[config.mk]
export PLATFORM = sky130hd
export DESIGN_NAME = imem_boot
export DESIGN_NICKNAME = d
export VERILOG_FILES = /design/src/rtl/imem_boot_pkg.sv /design/src/rtl/byte_packer.sv /design/src/rtl/imem_boot.sv
export SDC_FILE = /design/constraint.sdc
export NUM_CORES = 2
export LEC_CHECK = 0
export ABC_AREA = 1
export BUFFER_PORTS_ARGS = -buffer_cell sky130_fd_sc_hd__buf_2
export CORE_ASPECT_RATIO = 1.25
export CORE_MARGIN = 2
export CORE_UTILIZATION = 55
export CTS_CLUSTER_DIAMETER = 50
export DETAILED_ROUTE_END_ITERATION = 10
export PLACE_DENSITY = 0.71
export SLEW_MARGIN = 0
export SYNTH_ARGS = -nofsm -noshare
export SYNTH_HDL_FRONTEND = slang
export SYNTH_SLANG_ARGS = --single-unit
export TNS_END_PERCENT = 50
[constraint.sdc]
create_clock -name clk -period 4.1 [get_ports clk]
set_input_delay 0.41 -clock clk [delete_from_list [all_inputs] [get_ports clk]]
set_output_delay 0.41 -clock clk [all_outputs]
set_load 0.05 [all_outputs]
[src/rtl/imem_boot_pkg.sv]
// imem_boot shared types: loader FSM states and stream framing constants.
// Used by imem_boot and byte_packer.
package imem_boot_pkg;

  typedef enum logic [2:0] {
    S_LEN_HI,
    S_LEN_LO,
    S_DATA,
    S_CSUM,
    S_RUN
  } boot_state_t;

  localparam int HDR_BYTES      = 2;
  localparam int BYTES_PER_WORD = 4;

endpackage

[src/rtl/byte_packer.sv]
// 8-to-32 big-endian word assembler with a 2-bit byte index.
// word/word_valid present the completed word during the 4th byte's cycle.
module byte_packer
  import imem_boot_pkg::*;
(
  input  logic        clk,
  input  logic        reset,
  input  logic        en,
  input  logic [7:0]  din,
  output logic [31:0] word,
  output logic        word_valid
);

  localparam logic [1:0] LAST = 2'(BYTES_PER_WORD - 1);

  logic [23:0] sr_q;
  logic [1:0]  idx_q;

  assign word       = {sr_q, din};
  assign word_valid = en && (idx_q == LAST);

  always_ff @(posedge clk) begin
    if (reset) begin
      sr_q  <= '0;
      idx_q <= '0;
    end else if (en) begin
      sr_q  <= {sr_q[15:0], din};
      idx_q <= idx_q + 2'd1;
    end
  end

endmodule

[src/rtl/imem_boot.sv]
// Instruction memory with serial boot loader; holds the core in reset until loaded.
// Optional trailing XOR checksum byte: define IMEM_BOOT_CHECKSUM_EN.
module imem_boot
  import imem_boot_pkg::*;
#(
  parameter int ADDR_W = 6,
  parameter int CNT_W  = 16
) (
  input  logic              clk,
  input  logic              reset,
  input  logic              byte_valid,
  input  logic [7:0]        byte_data,
  output logic              byte_ready,
  input  logic [31:0]       pc,
  output logic [31:0]       instr,
  output logic              cpu_reset,
  output logic              load_done,
  output logic [CNT_W-1:0]  load_cnt,
  output logic              err
);

  localparam int DEPTH = 2 ** ADDR_W;

`ifdef IMEM_BOOT_CHECKSUM_EN
  localparam boot_state_t POST_DATA = S_CSUM;
`else
  localparam boot_state_t POST_DATA = S_RUN;
`endif

  boot_state_t      state_q, state_d;
  logic [7:0]       hi_q, hi_d;
  logic [CNT_W-1:0] len_q, len_d;
  logic [CNT_W-1:0] cnt_d, cnt_inc;
  logic [15:0]      hdr;
  logic             xfer, pack_en;
  logic             word_valid, in_range;
  logic [31:0]      word;
  logic [31:0]      mem [DEPTH];

`ifdef IMEM_BOOT_CHECKSUM_EN
  logic [7:0] csum_q, csum_d;
  logic       err_d;
`endif

  assign xfer     = byte_valid & byte_ready;
  assign pack_en  = xfer && (state_q == S_DATA);
  assign cnt_inc  = load_cnt + CNT_W'(1);
  assign hdr      = {hi_q, byte_data};
  // Words past the array end are counted but dropped, never wrapped.
  assign in_range = (load_cnt >> ADDR_W) == '0;

  byte_packer u_packer (
    .clk        (clk),
    .reset      (reset),
    .en         (pack_en),
    .din        (byte_data),
    .word       (word),
    .word_valid (word_valid)
  );

  always_comb begin
    state_d = state_q;
    hi_d    = hi_q;
    len_d   = len_q;
    cnt_d   = load_cnt;
`ifdef IMEM_BOOT_CHECKSUM_EN
    csum_d  = csum_q;
    err_d   = err;
    if (xfer && state_q != S_CSUM)
      csum_d = csum_q ^ byte_data;
`endif
    if (xfer) begin
      unique case (state_q)
        S_LEN_HI: begin
          hi_d    = byte_data;
          state_d = S_LEN_LO;
        end
        S_LEN_LO: begin
          len_d   = CNT_W'(hdr);
          state_d = (hdr == 16'd0) ? POST_DATA : S_DATA;
        end
        S_DATA: begin
          if (word_valid) begin
            cnt_d = cnt_inc;
            if (cnt_inc == len_q)
              state_d = POST_DATA;
          end
        end
        S_CSUM: begin
`ifdef IMEM_BOOT_CHECKSUM_EN
          if (byte_data == csum_q) begin
            state_d = S_RUN;
          end else begin
            err_d   = 1'b1;
            state_d = S_LEN_HI;
            cnt_d   = '0;
            csum_d  = 8'h00;
          end
`endif
        end
        default: ;
      endcase
    end
  end

  always_ff @(posedge clk) begin
    if (reset) begin
      state_q    <= S_LEN_HI;
      hi_q       <= '0;
      len_q      <= '0;
      load_cnt   <= '0;
      byte_ready <= 1'b1;
      cpu_reset  <= 1'b1;
      load_done  <= 1'b0;
    end else begin
      state_q    <= state_d;
      hi_q       <= hi_d;
      len_q      <= len_d;
      load_cnt   <= cnt_d;
      byte_ready <= (state_d != S_RUN);
      cpu_reset  <= (state_d != S_RUN);
      load_done  <= (state_d == S_RUN);
    end
  end

`ifdef IMEM_BOOT_CHECKSUM_EN
  always_ff @(posedge clk) begin
    if (reset) begin
      csum_q <= 8'h00;
      err    <= 1'b0;
    end else begin
      csum_q <= csum_d;
      err    <= err_d;
    end
  end
`else
  assign err = 1'b0;
`endif

  always_ff @(posedge clk) begin
    if (word_valid && in_range)
      mem[load_cnt[ADDR_W-1:0]] <= word;
  end

  assign instr = mem[pc[ADDR_W+1:2]];

  logic unused_pc;
  assign unused_pc = ^{pc[31:ADDR_W+2], pc[1:0]};

endmodule

== Yosys cells after proc, flatten, opt, wreduce, memory -nomap -nowiden ==
Memories as Yosys holds them, arrays and structs flattened.
Cells that the tools add are included.
Cells by class
  $add $sub $neg: 2
  equal/unequal tests: 6
  mux-type cells: 7
  bitwise logic cells: 1
  reduce and logical (&&, ||, !) cells: 9
Operator list (count)
  $logic_not A16 Y1: 2
  $add A16 B1 Y16 const B: 1
  $eq A16 B16 Y1: 1
  $mux W3: 4
  $pmux W3 S3: 1
  $reduce_and A2 Y1: 2
  $eq A3 B1 Y1 const B: 1
  $eq A3 B2 Y1 const B: 1
  $eq A3 B3 Y1 const B: 1
  $logic_and A1 B1 Y1: 3
  $logic_not A3 Y1: 1
  $ne A3 B3 Y1 const B: 1
  $reduce_and A3 Y1: 1
  $add A2 B1 Y2 const B: 1
  $eq A2 B2 Y1 const B: 1
  $mux W1: 2
  $and A1 B1 Y1: 1
Word-level totals
  flip-flop bits (word level): 71
  memory bits (writable): 2048
  input bits: 43
  output and inout port bits: 52
  logic and storage cells: 34
  memories kept: 1
Memory list
  mem: words 64, bits a word 32, rd ports 1, clocked after memory_dff 0, wr ports 1, RTL line imem_boot.sv:38  | logic [31:0] mem [DEPTH];

== Longest topological paths before layout ==
  depth after elaboration: 7
  depth in mapped cells: 17
  depth with buffers taken out: 17

== Cells and area by module ==
A second synthesis with hierarchy kept.
Unflattened totals
  cells, all modules: 6550
  area total of the unflattened synthesis: 83646.5 sq um
By module, submodules not included
  imem_boot: times used 1, cells each 6375, area each 82460.3 sq um, seq. area each 62399.8 sq um
  byte_packer: times used 1, cells each 175, area each 1186.1 sq um, seq. area each 520.5 sq um

== Worst setup path before layout ==
Ideal clock, no wire load.
  kind: register to register
  start: register cpu_reset (netlist name)
  end: memory mem[10][0] (enable)
  setup time: 0.421 ns
  arrival time: 3.188 ns
  data required time: 3.679 ns
  path slack: 0.491 ns
  stages on the path, launching flop included: 9
  buffers on the path: 0
  period minus slack after synthesis: 3.609 ns
  cell sequence: dfxtp_1 -> nand2_1 -> inv_1 -> nand3_2 -> nor2_1 -> nand3_1 -> nor2_1 -> nand3_1 -> nor2_1
RTL lines (RTL line)
  end, declared: imem_boot.sv:38

== Worst setup path in the final report ==
  start: input port pc[3]
  end: output port instr[12]
On the way
  longest elaborated chain between the ends: 1
RTL lines
  start, declared: RTL line imem_boot.sv:14  | input logic [31:0] pc,
  $mem_v2 Z64 W32
  end, declared: RTL line imem_boot.sv:15  | output logic [31:0] instr,
Every way passes these cells.

==> results.txt <==
----------------------------------------------------
[STA]
  Accumulated negative setup slack ... 0 ns
  Fin. Hold Viols ... 0
  Transition time at the pin with the least slew margin ... 1.32 ns
  Final slew viol count ... 0
  Crit share post-route ... 0.946
  Worst slew margin ... 0.118
  Post-layout minimum cycle time ... around 3.9 ns
  Unrepaired setup endpoints after global routing ... false
  Number of failing setup endpoints in the final timing report ... 0
  Largest clock skew in the final design ... about 0.035 ns
  Maximum clock rate ... 0.258 GHz
  PnR worst setup slack ... around 0.22 ns

[Global routing]
  Global-route wire length before repair ... 341000 um
  GRT Overall Usage ... 0.297
  Vias in the first global route ... 53829
  Total grt overflow ... 0
  Largest net degree at the start of global routing ... 130
  Antenna violations before repair ... 6

[Power]
  Pwr dens ... between 400 and 500 nW/um^2
  Worst vdd rail ir drop ... ~0.0005 V
  Leak Pwr ... 30.3 nW

[CTS]
  TritonCTS Buffers ... ~190
  Count of buffers added by post-CTS timing repair for setup ... 0
  Deepest level of the CTS H-tree ... 4
  Number of buffers inserted for hold repair after clock tree synthesis ... 2
  Number of clock sinks seen by CTS ... roughly 2100
  Clock transition at the register clock pins on the worst setup and hold paths after CTS ... about 0.060 ns
  TritonCTS clock tree ... built
  Clock buffer depth ... 3
  Clock insertion delay at the later pin of the skew report ... 0.83 ns
  Clk root buf ... sky130_fd_sc_hd__clkbuf_16
  Cts repair resizes ... 0

[Floorplanning]
  Core box area ... roughly 150000 um^2
  Starting density of the core ... 0.554
  Die height ... 439 um
  DIE AREA ... between 150000 and 200000 um^2
  Die X-Extent ... 352 um
  Standard-cell row count ... between 150 and 200
  I/O pin count ... 95

[Synth]
  Number of enable flip-flop cells after synthesis ... 2048
  Avg Synthesized Cell Area ... about 13 um^2
  Synth Net Count ... about 6500
  Number of unique standard cell types used by synthesis ... 42
  Share of synthesized flip-flops with an asynchronous set or reset ... 0
  Share of the yosys chip area belonging to registers ... 0.754
  FF+latch count, synth ... 2119
  Flip-flop cell with the highest count after synthesis ... sky130_fd_sc_hd__edfxtp_1
  Count of yosys warnings during synthesis ... 0
  Post-Synthesis Cells ... about 6500
  Post-synth design cell area ... between 80000 and 90000 um^2

[Setup path]
  Reg2reg setup slack ... between 0.6 and 0.7 ns
  Arrival @ worst endpoint ... about 3.5 ns
  Maximum fanout along the worst path ... 48
  CP dominant cell by count ... sky130_fd_sc_hd__o22ai_1
  Reg-to-reg critical path startpoint ... cpu_reset
  Worst setup startpoint ... pc[3]
  Worst Setup End Kind ... primary output
  Endpoint of the worst register-to-register path ... mem[41][7]
  Slowest stage cell on the critical path ... sky130_fd_sc_hd__o22ai_1
  Reg2Reg Depth ... 11
  Worst path cell trace ... buf_8, inv_8, buf_12, buf_4, o21ai_0, o22ai_1, o21ai_0, o22ai_1, o21ai_1, o22ai_1, buf_12
  Startpoint-to-endpoint class of the critical path ... input pin to primary output
  Crit path required time ... about 3.7 ns
  Longest individual stage delay on the worst path ... roughly 0.7 ns
  Critical path launch point type ... input pin
  Worst setup path endpoint ... instr[12]

[Layout]
  Area taken by flip-flops and latches ... 63000 um^2
  Fraction of final layout cells with drive strength greater than 1 ... 0.105
  Final #Nets ... 6584
  Core utilization of the finished layout ... 0.625
  Synth-to-layout area growth ... 12.7%
  Area of the multi-input gates ... approximately 19000 um^2
  Filler cell count in the final layout ... approximately 11000

[Place]
  Dpl hpwl ... between 100000 and 150000 um
  Number of port buffers ... 67
  Final weighted congestion in routability-driven placement ... between 0.8 and 0.9
  Pre-CTS setup slack ... between 0.5 and 0.6 ns

[Drt]
  DRT iter0 DRCs ... slightly below 8000
  Via density ... roughly 6.4
  DR vias ... around 56000
  Total Routed Length ... around 230000 um
  Remaining number of nets flagged by the antenna check after routing ... 0
  Max layer used ... met4
  Met1 WL ... ~84000 um
  Total iterations of the first detailed-routing run ... 8
  Amount of wire on met2 after detailed routing ... about 110000 um
  Average routed wire per standard cell ... 26.8 um
  Count of unresolved DRC violations after routing ... 0
  Met3 routed wirelength ... 25100 um

[Flow run]
  Reported max-cap violation count ... 0

[Worst hold path]
  Worst Hold Class ... input pin to register

[Outcome]
  Result of the run ... finished clean

----------------------------------------------------
## worst min path at each step
stage                            start          endpoint  slack, ns  cells past startpoint
after global routing      byte_data[1]  u_packer.sr_q[1]       0.10                      3
final                     byte_data[1]  u_packer.sr_q[1]       0.06                      3
after CTS                 byte_data[2]         cpu_reset       0.05                      7
after detailed placement      len_q[5]          len_q[5]       0.46                      2
after floorplan               len_q[0]          len_q[0]       0.44                      2
after global placement        len_q[7]          len_q[7]       0.45                      2
## per-layer routing
layer	up-vias	global-route usage
met5	-	0
met4	0	0.177
met3	647	0.0489
met2	3615	0.475
met1	27328	0.387
li1	24205	-
## placed cells by master, fill, tap and decap left out, types with 12 or more instances in the layout
cell type	n
sky130_fd_sc_hd__edfxtp_1	2048
sky130_fd_sc_hd__nor2_1	1356
sky130_fd_sc_hd__o21ai_0	1240
sky130_fd_sc_hd__o22ai_1	632
sky130_fd_sc_hd__nand2_1	215
sky130_fd_sc_hd__buf_4	215
sky130_fd_sc_hd__clkbuf_16	196
sky130_fd_sc_hd__o21ai_1	96
sky130_fd_sc_hd__buf_12	95
sky130_fd_sc_hd__a21oi_1	80
sky130_fd_sc_hd__nor2_4	67
sky130_fd_sc_hd__inv_1	56
sky130_fd_sc_hd__nand3_1	56
sky130_fd_sc_hd__clkbuf_1	48
sky130_fd_sc_hd__dfxtp_1	47
sky130_fd_sc_hd__clkinv_1	34
sky130_fd_sc_hd__buf_2	30
sky130_fd_sc_hd__dfxtp_2	24
sky130_fd_sc_hd__clkinv_2	23
sky130_fd_sc_hd__bufinv_16	15
sky130_fd_sc_hd__nor3_1	13
sky130_fd_sc_hd__o31ai_1	12
## Yosys cell counts, types with 2 or more instances
master / number / share of area
sky130_fd_sc_hd__buf_4: 35 / 0.0032
sky130_fd_sc_hd__clkinv_1: 2 / 0.000090
sky130_fd_sc_hd__nor2_1: 1420 / 0.064
sky130_fd_sc_hd__o211ai_1: 11 / 0.00099
sky130_fd_sc_hd__nor2_4: 3 / 0.00041
sky130_fd_sc_hd__nor4_1: 5 / 0.00038
sky130_fd_sc_hd__nand3_1: 56 / 0.0034
sky130_fd_sc_hd__buf_2: 99 / 0.0059
sky130_fd_sc_hd__clkbuf_1: 300 / 0.014
sky130_fd_sc_hd__a21oi_1: 80 / 0.0048
sky130_fd_sc_hd__edfxtp_1: 2048 / 0.74
sky130_fd_sc_hd__or2_2: 3 / 0.00023
sky130_fd_sc_hd__nand2_2: 2 / 0.00015
sky130_fd_sc_hd__nand4_1: 7 / 0.00053
sky130_fd_sc_hd__xor2_1: 4 / 0.00042
sky130_fd_sc_hd__a31oi_1: 3 / 0.00023
sky130_fd_sc_hd__o22ai_1: 632 / 0.047
sky130_fd_sc_hd__o21ai_0: 1240 / 0.074
sky130_fd_sc_hd__nand2_1: 215 / 0.0097
sky130_fd_sc_hd__or2_1: 5 / 0.00038
sky130_fd_sc_hd__nor2_2: 3 / 0.00023
sky130_fd_sc_hd__o31ai_1: 12 / 0.0011
sky130_fd_sc_hd__inv_2: 4 / 0.00018
sky130_fd_sc_hd__ha_1: 2 / 0.00030
sky130_fd_sc_hd__nor3_1: 13 / 0.00078
sky130_fd_sc_hd__o21ai_1: 96 / 0.0058
sky130_fd_sc_hd__buf_6: 23 / 0.0031
sky130_fd_sc_hd__buf_1: 3 / 0.00014
sky130_fd_sc_hd__dfxtp_1: 71 / 0.017
sky130_fd_sc_hd__inv_1: 56 / 0.0025
## logic make-up (layout without fill, tap and decap cells)
group,Yosys count,in the layout,synth area share
flip-flops,2119,2119,0.754
adder cells (fa/ha/maj),2,2,0.000300
AO/OA/AOI/OAI,2079,2079,0.135
AND/OR/NAND/NOR,1733,1733,0.0801
other,1,4,0.0000450
buffers and inverters,526,744,0.0292
XOR/XNOR,5,5,0.000690
## flip-flops by register name (all words and copies together) (netlist names)
name / flops
load_done: 1
mem: 2048
u_packer.idx_q: 2
state_q: 3
u_packer.sr_q: 24
hi_q: 8
load_cnt: 16
cpu_reset: 1
len_q: 16
## metrics by stage
| stage | power [W] | area [um^2] | hold slack (ns) | cells |
|---|---|---|---|---|
| detailed placement | 0.0272 | 88000 | 0.463 | 8358 |
| floorplan | 0.0259 | 83400 | 0.444 | 6465 |
| finish | 0.0441 | 94000 | 0.0635 | 8698 |
| global placement | 0.0271 | 88000 | 0.455 | 8358 |
| CTS | 0.0442 | 94000 | 0.0473 | 8695 |
| global route | 0.0452 | 94000 | 0.102 | 8695 |
## area by class of cell
cell class	count	area share
flip-flops and latches	2119	0.670
multi-input cells	3820	0.197
clock buffers	245	0.0543
repair buffers	346	0.0398
well taps	2012	0.0268
clock inverters	90	0.00915
inverters	63	0.00290
diodes	3	0.0000799
## where the power goes
part | internal, W | leakage [nW] | switching, W
Sequential | 0.0238 | 19.4 | 0.000230
Clock | 0.00969 | 2.90 | 0.00764
Combinational | 0.000863 | 8.04 | 0.00192
## critical path: cells and delay by family
family                 cells  cell delay, ns
AOI/OAI and AO/OA          6            1.68
buffers and inverters      5            1.31
Power figures use the tool's default switching activity.
